==> config.mk <==
export PLATFORM = sky130hd
export DESIGN_NAME = quant_zigzag
export DESIGN_NICKNAME = d
export VERILOG_FILES = /design/src/rtl/quant_zigzag.sv
export SDC_FILE = /design/constraint.sdc
export NUM_CORES = 2
export LEC_CHECK = 0
export ABC_AREA = 1
export BUFFER_PORTS_ARGS = -buffer_cell sky130_fd_sc_hd__buf_2
export CAP_MARGIN = 20
export CORE_AREA = 2 2 602 604
export CTS_BUF_LIST = sky130_fd_sc_hd__clkbuf_8
export DETAILED_ROUTE_END_ITERATION = 10
export DIE_AREA = 0 0 604 606
export GPL_ROUTABILITY_DRIVEN = 0
export GPL_TIMING_DRIVEN = 0
export SLEW_MARGIN = 20
export SYNTH_ARGS = -nofsm -noshare
export SYNTH_HDL_FRONTEND = slang
export SYNTH_SLANG_ARGS = --single-unit
==> constraint.sdc <==
create_clock -name clock -period 111.5 [get_ports clock]
set_clock_uncertainty 0.1 [all_clocks]
set_input_delay 5.575 -clock clock [delete_from_list [all_inputs] [get_ports clock]]
set_output_delay 5.575 -clock clock [all_outputs]
set_load 0.05 [all_outputs]
==> src/rtl/quant_zigzag.sv <==
// quant_zigzag: quantizes one 8x8 block of signed DCT coefficients by
// per-coefficient reciprocals and streams the results in JPEG zigzag order.
//
// Ports:
//   clock, reset            single clock, synchronous active-high reset
//   in_valid / in_ready     block handshake; in_ready only while idle
//   coef_in  [511:0]        64 signed 8-bit coefficients, natural index k at [8k+7:8k]
//   recip_in [1023:0]       64 unsigned 16-bit reciprocals round(65536/Q), index k at [16k+15:16k]
//   out_valid / out_ready   output beat handshake
//   out_data [7:0]          signed quantized coefficient
//   out_index [5:0]         zigzag position of out_data
//   out_last                high on the beat with out_index = 63
//   out_last_nz [5:0]       zigzag position of the last nonzero value (valid with out_last)
//   out_all_zero            every quantized value in the block is zero (valid with out_last)
module quant_zigzag (
  input  logic          clock,
  input  logic          reset,
  input  logic          in_valid,
  output logic          in_ready,
  input  logic [511:0]  coef_in,
  input  logic [1023:0] recip_in,
  output logic          out_valid,
  input  logic          out_ready,
  output logic [7:0]    out_data,
  output logic [5:0]    out_index,
  output logic          out_last,
  output logic [5:0]    out_last_nz,
  output logic          out_all_zero
);

  typedef enum logic [1:0] {IDLE, EMIT, DRAIN} state_t;

  // Zigzag position -> natural index, packed with position 63 in the MSBs.
  localparam logic [383:0] ZZ_TABLE = {
    6'd63, 6'd62, 6'd55, 6'd47, 6'd54, 6'd61, 6'd60, 6'd53, 6'd46, 6'd39,
    6'd31, 6'd38, 6'd45, 6'd52, 6'd59, 6'd58, 6'd51, 6'd44, 6'd37, 6'd30,
    6'd23, 6'd15, 6'd22, 6'd29, 6'd36, 6'd43, 6'd50, 6'd57, 6'd56, 6'd49,
    6'd42, 6'd35, 6'd28, 6'd21, 6'd14, 6'd7,  6'd6,  6'd13, 6'd20, 6'd27,
    6'd34, 6'd41, 6'd48, 6'd40, 6'd33, 6'd26, 6'd19, 6'd12, 6'd5,  6'd4,
    6'd11, 6'd18, 6'd25, 6'd32, 6'd24, 6'd17, 6'd10, 6'd3,  6'd2,  6'd9,
    6'd16, 6'd8,  6'd1,  6'd0
  };

  state_t          state_q, state_d;
  logic [5:0]      ptr_q, ptr_d;
  logic            nz_seen_q, nz_seen_d;
  logic [5:0]      last_nz_q, last_nz_d;
  logic [511:0]    coef_buf_q, coef_buf_d;
  logic [1023:0]   recip_buf_q, recip_buf_d;
  logic            out_valid_q, out_valid_d;
  logic [7:0]      out_data_q, out_data_d;
  logic [5:0]      out_index_q, out_index_d;
  logic            out_last_q, out_last_d;
  logic [5:0]      out_last_nz_q, out_last_nz_d;
  logic            out_all_zero_q, out_all_zero_d;

  logic [8:0]      zz_off;
  logic [5:0]      nat;
  logic [7:0]      coef;
  logic [15:0]     recip;
  logic [8:0]      coef_ext;
  logic [8:0]      mag_in;
  logic [25:0]     prod;
  logic [7:0]      mag_q;
  logic [7:0]      q_val;
  logic            q_nz;
  logic            nz_next;
  logic [5:0]      last_next;
  logic            load_en;

  // Quantizer datapath for the coefficient at the current zigzag pointer.
  always_comb begin
    zz_off   = 9'({3'b000, ptr_q} * 9'd6);
    nat      = ZZ_TABLE[zz_off +: 6];
    coef     = coef_buf_q[{nat, 3'b000} +: 8];
    recip    = recip_buf_q[{nat, 4'b0000} +: 16];
    coef_ext = {coef[7], coef};
    mag_in   = coef[7] ? (~coef_ext + 9'd1) : coef_ext;
    prod     = 26'(mag_in) * 26'(recip) + 26'd32768;
    // |q| never exceeds 128, so the low 8 bits of the rounded magnitude suffice.
    mag_q    = prod[23:16];
    q_val    = coef[7] ? (~mag_q + 8'd1) : mag_q;
    q_nz     = (mag_q != 8'd0);
    if (ptr_q == 6'd0) begin
      nz_next   = q_nz;
      last_next = 6'd0;
    end else begin
      nz_next   = nz_seen_q | q_nz;
      last_next = q_nz ? ptr_q : last_nz_q;
    end
  end

  always_comb begin
    state_d        = state_q;
    ptr_d          = ptr_q;
    nz_seen_d      = nz_seen_q;
    last_nz_d      = last_nz_q;
    coef_buf_d     = coef_buf_q;
    recip_buf_d    = recip_buf_q;
    out_valid_d    = out_valid_q;
    out_data_d     = out_data_q;
    out_index_d    = out_index_q;
    out_last_d     = out_last_q;
    out_last_nz_d  = out_last_nz_q;
    out_all_zero_d = out_all_zero_q;
    load_en        = !out_valid_q || out_ready;
    case (state_q)
      IDLE: begin
        if (in_valid) begin
          coef_buf_d  = coef_in;
          recip_buf_d = recip_in;
          ptr_d       = '0;
          state_d     = EMIT;
        end
      end
      EMIT: begin
        if (load_en) begin
          out_valid_d    = 1'b1;
          out_data_d     = q_val;
          out_index_d    = ptr_q;
          out_last_d     = (ptr_q == 6'd63);
          out_last_nz_d  = (ptr_q == 6'd63 && nz_next) ? last_next : 6'd0;
          out_all_zero_d = (ptr_q == 6'd63) && !nz_next;
          nz_seen_d      = nz_next;
          last_nz_d      = last_next;
          ptr_d          = ptr_q + 6'd1;
          if (ptr_q == 6'd63) state_d = DRAIN;
        end
      end
      DRAIN: begin
        if (out_ready) begin
          out_valid_d = 1'b0;
          state_d     = IDLE;
        end
      end
      default: state_d = IDLE;
    endcase
  end

  always_ff @(posedge clock) begin
    if (reset) begin
      state_q        <= IDLE;
      ptr_q          <= '0;
      nz_seen_q      <= 1'b0;
      last_nz_q      <= '0;
      out_valid_q    <= 1'b0;
      out_data_q     <= '0;
      out_index_q    <= '0;
      out_last_q     <= 1'b0;
      out_last_nz_q  <= '0;
      out_all_zero_q <= 1'b0;
    end else begin
      state_q        <= state_d;
      ptr_q          <= ptr_d;
      nz_seen_q      <= nz_seen_d;
      last_nz_q      <= last_nz_d;
      out_valid_q    <= out_valid_d;
      out_data_q     <= out_data_d;
      out_index_q    <= out_index_d;
      out_last_q     <= out_last_d;
      out_last_nz_q  <= out_last_nz_d;
      out_all_zero_q <= out_all_zero_d;
    end
  end

  // Block buffers need no reset: they are always reloaded before use.
  always_ff @(posedge clock) begin
    coef_buf_q  <= coef_buf_d;
    recip_buf_q <= recip_buf_d;
  end

  assign in_ready     = (state_q == IDLE) && !reset;
  assign out_valid    = out_valid_q;
  assign out_data     = out_data_q;
  assign out_index    = out_index_q;
  assign out_last     = out_last_q;
  assign out_last_nz  = out_last_nz_q;
  assign out_all_zero = out_all_zero_q;

endmodule

# After elaboration in Yosys (flattened, before gate mapping)
# Cells that the tools add are included.
[totals] output_inout_bits=24 register_bits=1574 inputBits=1540
[classes] n_reduce_logical=17 shift=3 n_addsub=4 bitwise=3 eq_ne=7 multipliers=2 muxes=17
[ops] operator="$shiftx A1024 B11 Y16" n=1
[ops] operator="$shiftx A512 B10 Y8" n=1
[ops] operator="$shiftx A384 B10 Y6 const A" n=1
[ops] operator="$mux W6" n=5
[ops] operator="$add A24 B16 Y24 const B" n=1
[ops] operator="$mul A9 B16 Y24" n=1
[ops] operator="$pmux W6 S2" n=1
[ops] operator="$add A9 B1 Y9 const B" n=1
[ops] operator="$mux W9" n=1
[ops] operator="$not A9 Y9" n=1
[ops] operator="$add A8 B1 Y8 const B" n=1
[ops] operator="$mul A6 B2 Y8 const B" n=1
[ops] operator="$mux W2" n=4
[ops] operator="$mux W8" n=1
[ops] operator="$ne A2 B2 Y1 const B" n=4
[ops] operator="$not A8 Y8" n=1
[ops] operator="$reduce_bool A8 Y1" n=1
[ops] operator="$add A6 B1 Y6 const B" n=1
[ops] operator="$eq A6 B6 Y1 const B" n=1
[ops] operator="$logic_not A6 Y1" n=1
[ops] operator="$pmux W2 S3" n=1
[ops] operator="$reduce_and A3 Y1" n=2
[ops] operator="$reduce_and A2 Y1" n=2
[ops] operator="$reduce_and A4 Y1" n=1
[ops] operator="other kinds (10)" n=17

# Logic depth before layout (Yosys ltp)
[depth] ltp_word=13 depth_mapped=60

# Worst setup path before layout
# No wires, ideal clock.
[synth_path] path_kind="input -> register" from="in in_valid" to="reg ptr_q[5]" arrival_ps=39842 cell_stages=9 path_slack_ps=71478 required_time_ps=111320 path_cell_list="nand2_1 -> inv_1 -> nor2_1 -> inv_1 -> nand3_1 -> inv_1 -> nand2_1 -> nand2_1 -> nor3b_1"
[synth_between] elab_chain_cells=2
[synth_rtl] item="start: declaration" line="18" text="input logic in_valid,"
[synth_rtl] item="$ne A2 B2 Y1 (no line)"
[synth_rtl] item="$reduce_and A3 Y1 (no line)"
[synth_rtl] item="end signal: assignment" line="154" text="ptr_q <= ptr_d;"
[synth_rtl] item="end: declaration" line="45" text="logic [5:0] ptr_q, ptr_d;"
# No other way between the ends.
# A chain may end at the register's enable or synchronous reset.

# Final worst setup path
[layout_path] from="reg ptr_q[1]" to="reg out_last_nz_q[2], in the netlist out_last_nz[2]"
[layout_between] elab_chain_cells=13
[layout_rtl] item="$mul A6 B2 Y8" line="73" text="zz_off = 9'({3'b000, ptr_q} * 9'd6);"
[layout_rtl] item="$shiftx A384 B10 Y6" line="74" text="nat = ZZ_TABLE[zz_off +: 6];"
[layout_rtl] item="$shiftx A512 B10 Y8" line="75" text="coef = coef_buf_q[{nat, 3'b000} +: 8];"
[layout_rtl] item="$not A9 Y9" line="78" text="mag_in = coef[7] ? (~coef_ext + 9'd1) : coef_ext;"
[layout_rtl] item="$add A9 B1 Y9" line="78"
[layout_rtl] item="$mux W9" line="78"
[layout_rtl] item="$mul A9 B16 Y24" line="79" text="prod = 26'(mag_in) * 26'(recip) + 26'd32768;"
[layout_rtl] item="$add A24 B16 Y24" line="79"
[layout_rtl] item="$reduce_bool A8 Y1" line="83" text="q_nz = (mag_q != 8'd0);"
[layout_rtl] item="$or A1 B1 Y1" line="88" text="nz_next = nz_seen_q | q_nz;"
[layout_rtl] item="$mux W1" line="84" text="if (ptr_q == 6'd0) begin"
[layout_rtl] item="$logic_and A1 B1 Y1" line="122" text="out_last_nz_d = (ptr_q == 6'd63 && nz_next) ? last_next : 6'd0;"
[layout_rtl] item="$mux W6 (*)" line="122"
[layout_rtl] item="end signal: assignment" line="161" text="out_last_nz_q <= out_last_nz_d;"
[layout_rtl] item="end: declaration" line="54" text="logic [5:0] out_last_nz_q, out_last_nz_d;"
# Every way passes the cells marked *; elsewhere a longest branch is shown, timed or not.

==> qor.yml <==
cp.arrival_ns: 14.71
dr.pass1.iters: 8
dp_hpwl_mm: 307
clk_pin_slew_ns: 0.06
synth_seq_cells: 1574
synth_top_area_share_pct: 67.9
ys_async_sr_fraction_pct: 0
setup_viol_count_final: 0
clkLatencyLatePin_ns: 1.07
period_needed_ns: 13.95
grt_pass1_vias: 54100
drive_gt1_share_pct: 29.1
drcViolationCount: 0
tightest_slew_ns: 1.36
slew_violations: 0
netlist_area_mm2: 0.0680
crit_required_ns: 112.26
route.met2.wl_mm: 159
io_pins: 1564
yosysMostFrequentCell: "edfxtp_1"
ys.flop_type: "edfxtp_1"
synth-edff-count: 1536
die_h_um: 606
syn_to_final_growth_pct: 30.7
cts_resized: 0
crit_path_max_fanout: 12
grt_start_max_net_pins: 106
post_cts_buffers: 0
ant_nets: 0
critPathCaptureType: "register"
seqCellArea_mm2: 0.0469
synth.area.top_cells: "edfxtp_1 68%, nand2_1 6.9%, nand3_1 5.4%"
slew_headroom_pct: 9.38
grt_setup_unrepaired: "no"
viasPerCell: 4.58
core_mm2: 0.360
cpPeakStageDelay_ns: 0.99
numCtsBuffers: 293
clockBufferDepth: 4
cap_violations: 0
synth.avg_cell_area_um2: 12.2
fill_cells: 38400
ys_types: 51
hold_viol: 0
crit_slowest_cell: "clkbuf_1"
grt-ovfl-total: 0
clock-sinks: 1574
p_leak_nw: 34.7
startpoint_type: "register"
dieWidth_um: 604
num_rows: 221
antenna_found_initial: 234
fmax_ghz: 0.0717
reg2reg_slack_ns: 97.55
worst_path_most_repeated_cell: "nand2_1"
worstSetupPathType: "reg -> reg"
dp_cells: 12000
vias: 57900
met3_length_mm: 51.8
powerDensity_mw_per_mm2: 26.0
cts_tree: "built"
hp-class: "reg -> reg"
fin_crit_sh_pct: 12.5
hold_buffers: 0
top_layer: "met5"
setup_tns_ns: 0
start_util_pct: 18.9
die_area_mm2: 0.366
wl_mm: 385
root_buffer: "clkbuf_8"
outcome: "finished clean"
wire_per_inst_um: 30.5
io_buffers: 1562
drtIter0Drc: 8234
instances_no_fill: 12600
synthTopCellsByCount: "1536 x edfxtp_1, 1243 x nand2_1, 735 x nand3_1"
grt_pass1_wl_mm: 483
synth_top_cell_by_area: "edfxtp_1"
layout.nets: 9170
yosysWarnings: 0
syn_inst: 5549
wl_met1_mm: 153
irDropWorstVdd_uv: 66.1
synth-seq-area-share_pct: 69.0
multi_input_area_mm2: 0.0185
gr-usage-all-layers_pct: 19.9
h-tree-depth: 5
==> area by class of cell <==
type | count | share of cell area (%)
Tap cell | 4794 | 6.75
Sequential cell | 1574 | 52.8
Inverter | 252 | 1.08
Timing Repair Buffer | 1603 | 9.93
Buffer | 359 | 1.99
Clock buffer | 294 | 4.56
Antenna cell | 157 | 0.442
Clock inverter | 221 | 1.65
Multi-Input combinational cell | 3377 | 20.8
==> worst paths after layout <==
check	from	to	depth (start not counted)
hold reg to reg	out_all_zero	out_all_zero	2
setup reg to reg	ptr_q[1]	out_last_nz[2]	45
hold / removal	out_all_zero	out_all_zero	2
setup / recovery	ptr_q[1]	out_last_nz[2]	45
==> cells in the final DEF, fill, tap and decap left out, drive strengths merged, types with 97 or more instances in the layout <==
cell type,instances
a21oi,151
a32o,104
buf,1777
clkbuf,479
diode,157
edfxtp,1536
fa,97
inv,350
nand2,1257
nand3,736
nor2,326
o211ai,169
o21ai,237
==> cells by family after synthesis <==
logic type,after synthesis,synth area share [%]
compound gates,784,7.63
buf+inv,611,3.88
xor+xnor,11,0.153
fa+ha+maj,170,4.20
simple gates,2397,15.1
flops,1574,69.0
other cells,2,0.0111
==> flip-flops by register name (all words and copies together) (netlist names), 2 cells and up <==
| register | cells |
|---|---|
| coef_buf_q | 512 |
| last_nz_q | 6 |
| out_data | 8 |
| out_index | 6 |
| state_q | 2 |
| recip_buf_q | 1024 |
| out_last_nz | 6 |
| ptr_q | 6 |
==> metrics by stage <==
stage          area, um^2  total power [mW]  hold WS, ns  util, %  setup slack, ns
2_1_floorplan       68000              1.45        0.368        -            71.48
3_3_place_gp        81800              1.82        0.354     22.7            55.14
3_5_place_dp        82900              1.75        0.359     23.0            97.70
4_1_cts             88400              2.32        0.368     24.5            97.61
5_1_grt             88600              2.47        0.386     24.6            96.90
6_report            88800              2.31        0.365     24.7            97.55
==> metal layers <==
metal  global-route usage [%]  vias to the layer above
met5                        0                        -
met4                     9.09                       78
met3                     8.76                     1043
met2                     28.7                     4576
met1                     25.4                    28100
li1                         -                    24100
==> power by group <==
group	switching (mW)	internal, mW	total (mW)
logic	0.692	0.347	1.04
clock network	0.279	0.279	0.558
registers	0.0149	0.696	0.711
total	0.985	1.32	2.31
==> worst max-delay path, delay by kind of cell (launching register included) <==
family          cells  cell delay, ns
xor+xnor            1            0.27
compound gates      6            0.90
simple gates       20            3.79
fa+ha+maj           7            3.25
buf+inv            11            4.74
flops               1            0.61
(Power assumes the default switching activity.)
